### src/rtl/hex_cmd_parser.sv
// hex_cmd_parser: parses "Raaaa<CR>" / "Waaaadd<CR>" ASCII lines into a bus request on a valid/ack handshake.
// Rev 1.0 -- define HEX_CMD_LOWERCASE_EN to also accept 'w', 'r' and 'a'-'f'.
`default_nettype none

module hex_cmd_parser #(
  parameter int unsigned TIMEOUT_CYCLES = 5000000
) (
  input  logic        clk,
  input  logic        rst_n,
  input  logic [7:0]  rx_data,
  input  logic        new_rx_data,
  output logic        cmd_valid,
  input  logic        cmd_ack,
  output logic        cmd_write,
  output logic [15:0] cmd_addr,
  output logic [7:0]  cmd_data,
  output logic        err,
  output logic        overrun
);

  localparam int unsigned TW = (TIMEOUT_CYCLES > 0) ? $clog2(TIMEOUT_CYCLES + 1) : 1;
  localparam logic [TW-1:0] TLAST = TW'((TIMEOUT_CYCLES > 0) ? TIMEOUT_CYCLES - 1 : 0);

  localparam logic [7:0] CH_CR = 8'h0D;
  localparam logic [7:0] CH_LF = 8'h0A;
  localparam logic [7:0] CH_SP = 8'h20;

  typedef enum logic [2:0] {
    S_IDLE = 3'd0,
    S_ADDR = 3'd1,
    S_DATA = 3'd2,
    S_EOL  = 3'd3,
    S_PEND = 3'd4,
    S_ERR  = 3'd5
  } state_t;

  state_t          state_q, state_d;
  logic [15:0]     addr_q, addr_d;
  logic [7:0]      data_q, data_d;
  logic            write_q, write_d;
  logic [1:0]      nib_q, nib_d;
  logic [TW-1:0]   tmo_q, tmo_d;
  logic            valid_q, valid_d;
  logic            err_q, err_d;
  logic            ovr_q, ovr_d;

  logic [4:0]      hex;
  logic            is_w, is_r, counting;

  // {valid, nibble}
  function automatic logic [4:0] hex_decode(input logic [7:0] b);
    logic [4:0] r;
    r = 5'b0;
    if (b >= "0" && b <= "9")      r = {1'b1, 4'(b - 8'h30)};
    else if (b >= "A" && b <= "F") r = {1'b1, 4'(b - 8'h37)};
`ifdef HEX_CMD_LOWERCASE_EN
    else if (b >= "a" && b <= "f") r = {1'b1, 4'(b - 8'h57)};
`endif
    return r;
  endfunction

  assign hex = hex_decode(rx_data);
`ifdef HEX_CMD_LOWERCASE_EN
  assign is_w = (rx_data == "W") || (rx_data == "w");
  assign is_r = (rx_data == "R") || (rx_data == "r");
`else
  assign is_w = (rx_data == "W");
  assign is_r = (rx_data == "R");
`endif
  assign counting = (state_q == S_ADDR) || (state_q == S_DATA) ||
                    (state_q == S_EOL)  || (state_q == S_ERR);

  always_comb begin
    state_d = state_q;
    addr_d  = addr_q;
    data_d  = data_q;
    write_d = write_q;
    nib_d   = nib_q;
    tmo_d   = tmo_q;
    err_d   = 1'b0;
    ovr_d   = 1'b0;

    if (state_q == S_PEND) begin
      tmo_d = '0;
      if (cmd_ack) state_d = S_IDLE;
      if (new_rx_data) ovr_d = 1'b1;
    end else if (new_rx_data) begin
      tmo_d = '0;
      if (rx_data != CH_SP && rx_data != CH_LF) begin
        unique case (state_q)
          S_IDLE: begin
            if (is_w || is_r) begin
              addr_d  = '0;
              data_d  = '0;
              write_d = is_w;
              nib_d   = '0;
              state_d = S_ADDR;
            end else if (rx_data != CH_CR) begin
              err_d   = 1'b1;
              state_d = S_ERR;
            end
          end
          S_ADDR: begin
            if (hex[4]) begin
              addr_d = {addr_q[11:0], hex[3:0]};
              nib_d  = nib_q + 2'd1;
              if (nib_q == 2'd3) begin
                nib_d   = '0;
                state_d = write_q ? S_DATA : S_EOL;
              end
            end else begin
              err_d   = 1'b1;
              state_d = (rx_data == CH_CR) ? S_IDLE : S_ERR;
            end
          end
          S_DATA: begin
            if (hex[4]) begin
              data_d = {data_q[3:0], hex[3:0]};
              nib_d  = nib_q + 2'd1;
              if (nib_q == 2'd1) begin
                nib_d   = '0;
                state_d = S_EOL;
              end
            end else begin
              err_d   = 1'b1;
              state_d = (rx_data == CH_CR) ? S_IDLE : S_ERR;
            end
          end
          S_EOL: begin
            if (rx_data == CH_CR) begin
              state_d = S_PEND;
            end else begin
              err_d   = 1'b1;
              state_d = S_ERR;
            end
          end
          S_ERR: begin
            if (rx_data == CH_CR) state_d = S_IDLE;
          end
          default: state_d = S_IDLE;
        endcase
      end
    end else if (TIMEOUT_CYCLES > 0 && counting) begin
      if (tmo_q == TLAST) begin
        tmo_d   = '0;
        nib_d   = '0;
        err_d   = (state_q != S_ERR);
        state_d = S_IDLE;
      end else begin
        tmo_d = tmo_q + 1'b1;
      end
    end else begin
      tmo_d = '0;
    end

    valid_d = (state_d == S_PEND);
  end

  always_ff @(posedge clk) begin
    if (!rst_n) begin
      state_q <= S_IDLE;
      addr_q  <= '0;
      data_q  <= '0;
      write_q <= 1'b0;
      nib_q   <= '0;
      tmo_q   <= '0;
      valid_q <= 1'b0;
      err_q   <= 1'b0;
      ovr_q   <= 1'b0;
    end else begin
      state_q <= state_d;
      addr_q  <= addr_d;
      data_q  <= data_d;
      write_q <= write_d;
      nib_q   <= nib_d;
      tmo_q   <= tmo_d;
      valid_q <= valid_d;
      err_q   <= err_d;
      ovr_q   <= ovr_d;
    end
  end

  assign cmd_valid = valid_q;
  assign cmd_write = write_q;
  assign cmd_addr  = addr_q;
  assign cmd_data  = data_q;
  assign err       = err_q;
  assign overrun   = ovr_q;

endmodule

`default_nettype wire

### config.mk
export PLATFORM = sky130hd
export DESIGN_NAME = hex_cmd_parser
export DESIGN_NICKNAME = d
export VERILOG_FILES = /design/src/rtl/hex_cmd_parser.sv
export SDC_FILE = /design/constraint.sdc
export NUM_CORES = 1
export LEC_CHECK = 0
export ABC_CLOCK_PERIOD_IN_PS = 5650
export CORE_MARGIN = 4
export CORE_UTILIZATION = 45
export DETAILED_ROUTE_END_ITERATION = 8
export PLACE_DENSITY = 0.67
export SYNTH_ARGS = -nofsm -noshare
export SYNTH_HDL_FRONTEND = slang
export SYNTH_SLANG_ARGS = --single-unit
export TNS_END_PERCENT = 100
### constraint.sdc
create_clock -name clk -period 5.65 [get_ports clk]
set_clock_uncertainty 0.15 [all_clocks]
set_input_delay 1.13 -clock clk [delete_from_list [all_inputs] [get_ports clk]]
set_output_delay 1.13 -clock clk [all_outputs]
set_load 0.03 [all_outputs]
==> run_results.csv, run 1 <==
group,metric,value,unit
status,status,"complete, no violations",
clock_network,clk_buf_depth,2,
grt,grt_usage,17.0,%
finish,final_net_count,392,
yosys,post_synth_inst_count,340,
detailed_routing,wl_per_cell,14.7,µm
grt,gr-total-overflow,0,
floorplanning,design.die.area,7940,µm²
critical_path,worst_setup_path_end_kind,"register",
clock_network,tritoncts,"yes",
yosys,synth.yosys.warnings,0,
detailed_routing,drt_wl_total,6.60,mm
sta,setup-tns-final,0,ps
sta,fin_crit_sh,70.8,%
grt,groute.layer.met1.usage,24.5,%
critical_path,count_of_cells_along_the_worst_register_to_register_path,7,
yosys,synth_enable_flop_cells,0,
floorplanning,io_pins,40,
yosys,count_of_different_cell_masters_after_synthesis,59,
detailed_routing,final_antenna_net_count,0,
grt,global_route.peak_usage_layer,"met2",
placement,dp_cells,442,
clock_network,htree_num_levels,2,
critical_path,crit_path_top_delay_cell,"nor4b_4",
detailed_routing,first_pass_iters,5,
placement,dp_hpwl,4.64,mm
yosys,yosysTopAreaCellShare,37.9,%
yosys,synth_area,2960,µm²
yosys,synth.area.top_cells,"dfxtp_1, nor2_1, a22oi_1",
detailed_routing,drt-initial-drc-count,229,
sta,worst_slew_margin_rel,36.6,%
detailed_routing,viasPerCell,5.59,
clock_network,clock-root-buffer,"clkbuf_8",
grt,grt_pass1_wl,10.8,mm
sta,number_of_max_slew_violations_in_the_final_report,0,
critical_path,worst_ep_arrival_time,4090,ps
sta,setup_repair_after_global_routing_missed_its_margin,"false",
clock_network,clock-sinks,56,
placement,port_buffers,39,
min_path,min_path_cells,1,
power,power-per-cell-area,203,nW/µm²
clock_network,cts.reportedPaths.clkPinSlew,90,ps
min_path,worstHoldStart,"tmo_q[0]$_SDFF_PP0_",
yosys,sequential_area_share_after_synthesis,37.9,%
finish,layout-drive-gt1-share,9.68,%
floorplanning,core_area,6390,µm²
yosys,mappedNetlistNets,360,
floorplanning,dieHeight,89.1,µm
grt,grt_use_met2,25.6,%
clock_network,tritoncts.num_buffers,5,
power,peakVddDrop,0.151,mV
grt,grt_antenna_before_repair,0,
critical_path,worstPathRequired,5740,ps
critical_path,critical_path.startpoint_type,"input port",
finish,fillers,603,
detailed_routing,detail_route.drc_violations,0,
yosys,synth_largest_area_cell,"dfxtp_1",
yosys,synthMostInstantiatedCell,"nor2_1",
critical_path,ff2ff_setup_slack,3190,ps
clock_network,postCtsResizedCells,0,
sta,setup_viol_count_final,0,
detailed_routing,detailroute.via_count,2508,
critical_path,worstSetupPathType,"in -> reg",
floorplanning,die_w,89.1,µm
finish,utilization,54.4,%
yosys,synth_top_flop_cell,"dfxtp_1",
clock_network,cts_setup_buffers,0,
power,fin_total_pwr,706,µW
clock_network,clock_insertion_delay_worst_skew,310,ps
sta,max_clock_freq,250,MHz
critical_path,cpPeakStageDelay,840,ps
critical_path,rr_endpoint,"cmd_valid$_SDFF_PN0_",
min_path,min_path_type,"reg -> reg",
sta,endpoints_failing_hold,0,
critical_path,critical_path.cell_chain,"clkdlybuf4s50_1 -> inv_1 -> ha_1 -> inv_1 -> o41ai_2 -> nor2_1 -> nor4b_4 -> a22oi_1 -> nor2_1",
grt,grt_max_degree,26,
finish,synthToLayoutAreaGrowth,17.4,%
power,power_leakage,0.00114,µW
finish,layout.cells.non_filler,449,
clock_network,post_cts_hold_buffer_count,0,
min_path,timing.hold.worst_endpoint,"tmo_q[0]$_SDFF_PP0_",
yosys,synth.cells.most_frequent,"nor2_1, dfxtp_1, nand2_1",
yosys,asyncSetResetFlopFracSynth,0,%
job,cap_violations,0,
critical_path,reg2reg_from,"tmo_q[0]$_SDFF_PP0_",
yosys,synth_area_per_cell,8.71,µm²
yosys,ys_seq_elements,56,
floorplanning,placementRows,29,
critical_path,crit_path_max_fanout,16,
sta,worst-slew-pin-transition,947,ps
grt,groute.layer.met3.usage,3.23,%
sta,post-route-min-period,4000,ps
finish,antenna_cells_inserted,0,
grt,grt_pass1_vias,2280,
placement,gp_routability_congestion,0.870,
floorplanning,start_util,46.4,%
[registers in the layout, indices dropped and copies added, names as in the netlist]
register	cells
overrun	1
cmd_write	1
cmd_data	8
err	1
state_q	3
tmo_q	23
cmd_addr	16
cmd_valid	1
nib_q	2
[cells in the final DEF (no fill, tap or decap), types with 4 or more instances in the layout]
| master | count |
|---|---|
| nor2_1 | 58 |
| dfxtp_1 | 56 |
| clkdlybuf4s50_1 | 39 |
| nand2_1 | 27 |
| nand3_1 | 16 |
| a22oi_1 | 15 |
| xor2_1 | 11 |
| inv_1 | 10 |
| o21ai_0 | 10 |
| xnor2_1 | 10 |
| a21oi_1 | 9 |
| ha_1 | 8 |
| and3_1 | 7 |
| clkbuf_8 | 7 |
| nor3_1 | 6 |
| nand4_1 | 6 |
| and2_1 | 5 |
| nor2_2 | 5 |
| nand2b_1 | 4 |
| a22oi_2 | 4 |
| or3_1 | 4 |
[layout make-up]
type                       instances  area, µm²  share of cell area [%]
multi-input combinational        258       1720                    49.6
tap                               77       96.3                    2.77
clock buffer                       7       96.3                    2.77
sequential                        56       1120                    32.3
timing repair buffer              40        398                    11.4
inverter                          11       41.3                    1.19
[worst max-delay path: cells and delay by family]
kind | cells | cell delay [ps]
buffers and inverters | 3 | 740
adders and majority gates | 1 | 230
and+or+nand+nor | 3 | 1680
AOI/OAI and AO/OA | 2 | 300
[stage by stage]
stage | cell area [µm²] | setup WS, ps | hold WS, ps
after floorplan | 2960 | 2460 | 263
after global placement | 3380 | 1490 | 274
after detailed placement | 3380 | 1370 | 282
after CTS | 3480 | 1690 | 297
after global routing | 3480 | 1450 | 313
final | 3480 | 1650 | 291
[how the worst max path moves through the flow]
| stage | endpoint | slack [ps] | start |
|---|---|---|---|
| 2_1_floorplan | cmd_addr[11]$_SDFFE_PN0P_ | 2460 | rx_data[7] |
| 3_3_place_gp | cmd_addr[13]$_SDFFE_PN0P_ | 1490 | rx_data[0] |
| 3_5_place_dp | cmd_addr[8]$_SDFFE_PN0P_ | 1370 | rx_data[0] |
| 4_1_cts | cmd_addr[8]$_SDFFE_PN0P_ | 1690 | rx_data[0] |
| 5_1_grt | cmd_addr[8]$_SDFFE_PN0P_ | 1450 | rx_data[0] |
| 6_report | cmd_addr[11]$_SDFFE_PN0P_ | 1650 | rx_data[0] |
[power by group]
part | internal (µW) | total [µW] | switching, µW
combinational | 26.9 | 68.3 | 41.4
clock | 109 | 233 | 123
sequential | 398 | 405 | 7.26
total | 534 | 706 | 172
[metal layers]
layer	vias to the layer above	wire length (µm)
li1	1269	-
met1	1168	3180
met2	61	3010
met3	10	306
met4	0	98
met5	-	0
[cell families (layout without fill, tap and decap cells)]
family	Yosys count	after routing	share of synthesized area, %
AND/OR/NAND/NOR	163	163	29.6
multiplexers	2	2	0.676
buffers and inverters	26	58	4.44
flip-flops	56	56	37.9
XOR/XNOR	21	21	6.21
adder cells (fa/ha/maj)	8	8	3.38
AO/OA/AOI/OAI	64	64	17.9
Note: power is estimated with default switching activity, not from simulation.
==> run 2, diff against run 1 <==
Settings changed: ABC_CLOCK_PERIOD_IN_PS 5650 to 3700.
Clock period 5.65 ns to 3.7 ns, I/O delays scaled along.
==> run_results.csv, run 2 (synthesized netlist as in run 1, its figures left out) <==
group,metric,value,unit
finish,most-common-layout-cells,"nor2_1, dfxtp_1, clkdlybuf4s50_1",
clock_network,postCtsResizedCells,0,
floorplanning,io_pins,40,
detailed_routing,drt_wl_total,6.43,mm
clock_network,clock-sinks,56,
sta,setup_viol_count_final,0,
floorplanning,design.die.area,7940,µm²
grt,grt_pass1_vias,2346,
sta,worst_slew_margin_rel,41.0,%
clock_network,clk_buf_depth,2,
power,power-per-cell-area,327,nW/µm²
clock_network,tritoncts,"yes",
status,status,"complete, no violations",
finish,layout-drive-gt1-share,10.6,%
power,peakVddDrop,0.171,mV
sta,setup_repair_after_global_routing_missed_its_margin,"false",
critical_path,worst_ep_arrival_time,3290,ps
finish,largest_register_ff_count,23,
sta,post-route-min-period,3190,ps
job,cap_violations,0,
clock_network,htree_num_levels,2,
finish,antenna_cells_inserted,0,
critical_path,worstPathRequired,3800,ps
placement,gp_routability_congestion,0.892,
floorplanning,start_util,46.4,%
critical_path,critical_path.cell_chain,"clkdlybuf4s50_1 -> inv_1 -> ha_1 -> nor3b_2 -> or4b_4 -> a21oi_4 -> and3_1 -> a22oi_2 -> nor2_2",
floorplanning,placementRows,29,
critical_path,worstSetupPathType,"in -> reg",
sta,endpoints_failing_hold,0,
detailed_routing,detail_route.drc_violations,0,
critical_path,crit_path_top_delay_cell,"clkdlybuf4s50_1",
grt,grt_pass1_wl,10.8,mm
floorplanning,core_area,6390,µm²
sta,number_of_max_slew_violations_in_the_final_report,0,
finish,mostFrequentLayoutCell,"nor2_1",
grt,grt_usage,16.9,%
sta,setup-tns-final,0,ps
grt,grt_max_degree,26,
clock_network,tritoncts.num_buffers,5,
sta,worst-slew-pin-transition,885,ps
placement,dp_hpwl,4.64,mm
critical_path,crit_path_max_fanout,8,
clock_network,post_cts_hold_buffer_count,0,
clock_network,cts.reportedPaths.clkPinSlew,90,ps
power,power_leakage,0.00117,µW
detailed_routing,viasPerCell,5.52,
detailed_routing,final_antenna_net_count,0,
clock_network,clock-root-buffer,"clkbuf_8",
detailed_routing,detailroute.via_count,2499,
floorplanning,die_w,89.1,µm
finish,max_flop_register,"tmo_q",
placement,port_buffers,39,
critical_path,worst_setup_path_end_kind,"register",
sta,fin_crit_sh,86.3,%
min_path,min_path_cells,1,
critical_path,critical_path.startpoint_type,"input port",
finish,final_net_count,395,
grt,grt_antenna_before_repair,0,
clock_network,clock_insertion_delay_worst_skew,300,ps
floorplanning,dieHeight,89.1,µm
min_path,min_path_type,"reg -> reg",
critical_path,cpPeakStageDelay,580,ps
detailed_routing,first_pass_iters,5,
finish,synthToLayoutAreaGrowth,19.1,%
grt,gr-total-overflow,0,
critical_path,count_of_cells_along_the_worst_register_to_register_path,6,
clock_network,cts_setup_buffers,0,
detailed_routing,drt-initial-drc-count,137,
sta,max_clock_freq,313,MHz
detailed_routing,wl_per_cell,14.2,µm
power,fin_total_pwr,1150,µW
-- run 2: cell count changes in the layout (fill, tap and decap cells not counted), sizes merged --
cell / before / now
bufinv: 0 / 1
buf: 1 / 4
-- run 2: power by group --
| group | leakage (µW) | switching (µW) | internal, µW |
|---|---|---|---|
| sequential | 0.000452 | 11.2 | 608 |
| combinational | 0.000655 | 62.8 | 42.6 |
| clock | 0.0000645 | 191 | 239 |
| total | 0.00117 | 265 | 889 |
-- run 2: cell type report --
type | count | area, µm²
fill | 581 | 2860
multi-input combinational | 258 | 1720
sequential | 56 | 1120
timing repair buffer | 43 | 420
clock buffer | 7 | 96.3
tap | 77 | 96.3
inverter | 11 | 41.3
clock inverter | 1 | 30.0
-- run 2: stage by stage --
| step | hold slack, ps | setup slack (ps) | area [µm²] | util, % | cells |
|---|---|---|---|---|---|
| 2_1_floorplan | 263 | 900 | 2960 | - | 340 |
| 3_3_place_gp | 274 | 273 | 3400 | 53.3 | 445 |
| 3_5_place_dp | 281 | 195 | 3400 | 53.3 | 445 |
| 4_1_cts | 294 | 506 | 3530 | 55.3 | 453 |
| 5_1_grt | 320 | 272 | 3530 | 55.3 | 453 |
| 6_report | 293 | 506 | 3530 | 55.3 | 453 |
-- run 2: worst paths after layout --
| kind | start | end | slack (ps) |
|---|---|---|---|
| max | rx_data[0] | cmd_data[5]$_SDFFE_PN0P_ | 510 |
| min | tmo_q[0]$_SDFF_PP0_ | tmo_q[0]$_SDFF_PP0_ | 290 |
| max reg2reg | tmo_q[14]$_SDFF_PP0_ | cmd_valid$_SDFF_PN0_ | 1260 |
| min reg2reg | tmo_q[0]$_SDFF_PP0_ | tmo_q[0]$_SDFF_PP0_ | 290 |
-- run 2: worst max-delay path, delay by kind of cell --
kind	cells	cell delay, ps
adders and majority gates	1	220
and+or+nand+nor	4	1310
AOI/OAI and AO/OA	2	350
buffers and inverters	2	680
-- run 2: routing by layer --
metal	wire length, µm	GRT usage [%]	vias up	share of wire, %
met2	2980	26.8	68	46
met5	0	0	-	0
met4	87	5.68	0	1.4
met1	3040	22.8	1153	47
met3	316	3.41	7	4.9
li1	-	-	1271	-
==> run 3, diff against run 2 <==
Settings changed: CTS_CLUSTER_SIZE set to 25, TNS_END_PERCENT 100 to unset.
==> results of run 3 <==
No change in the layout: final DEF, timing and power equal those of run 2.
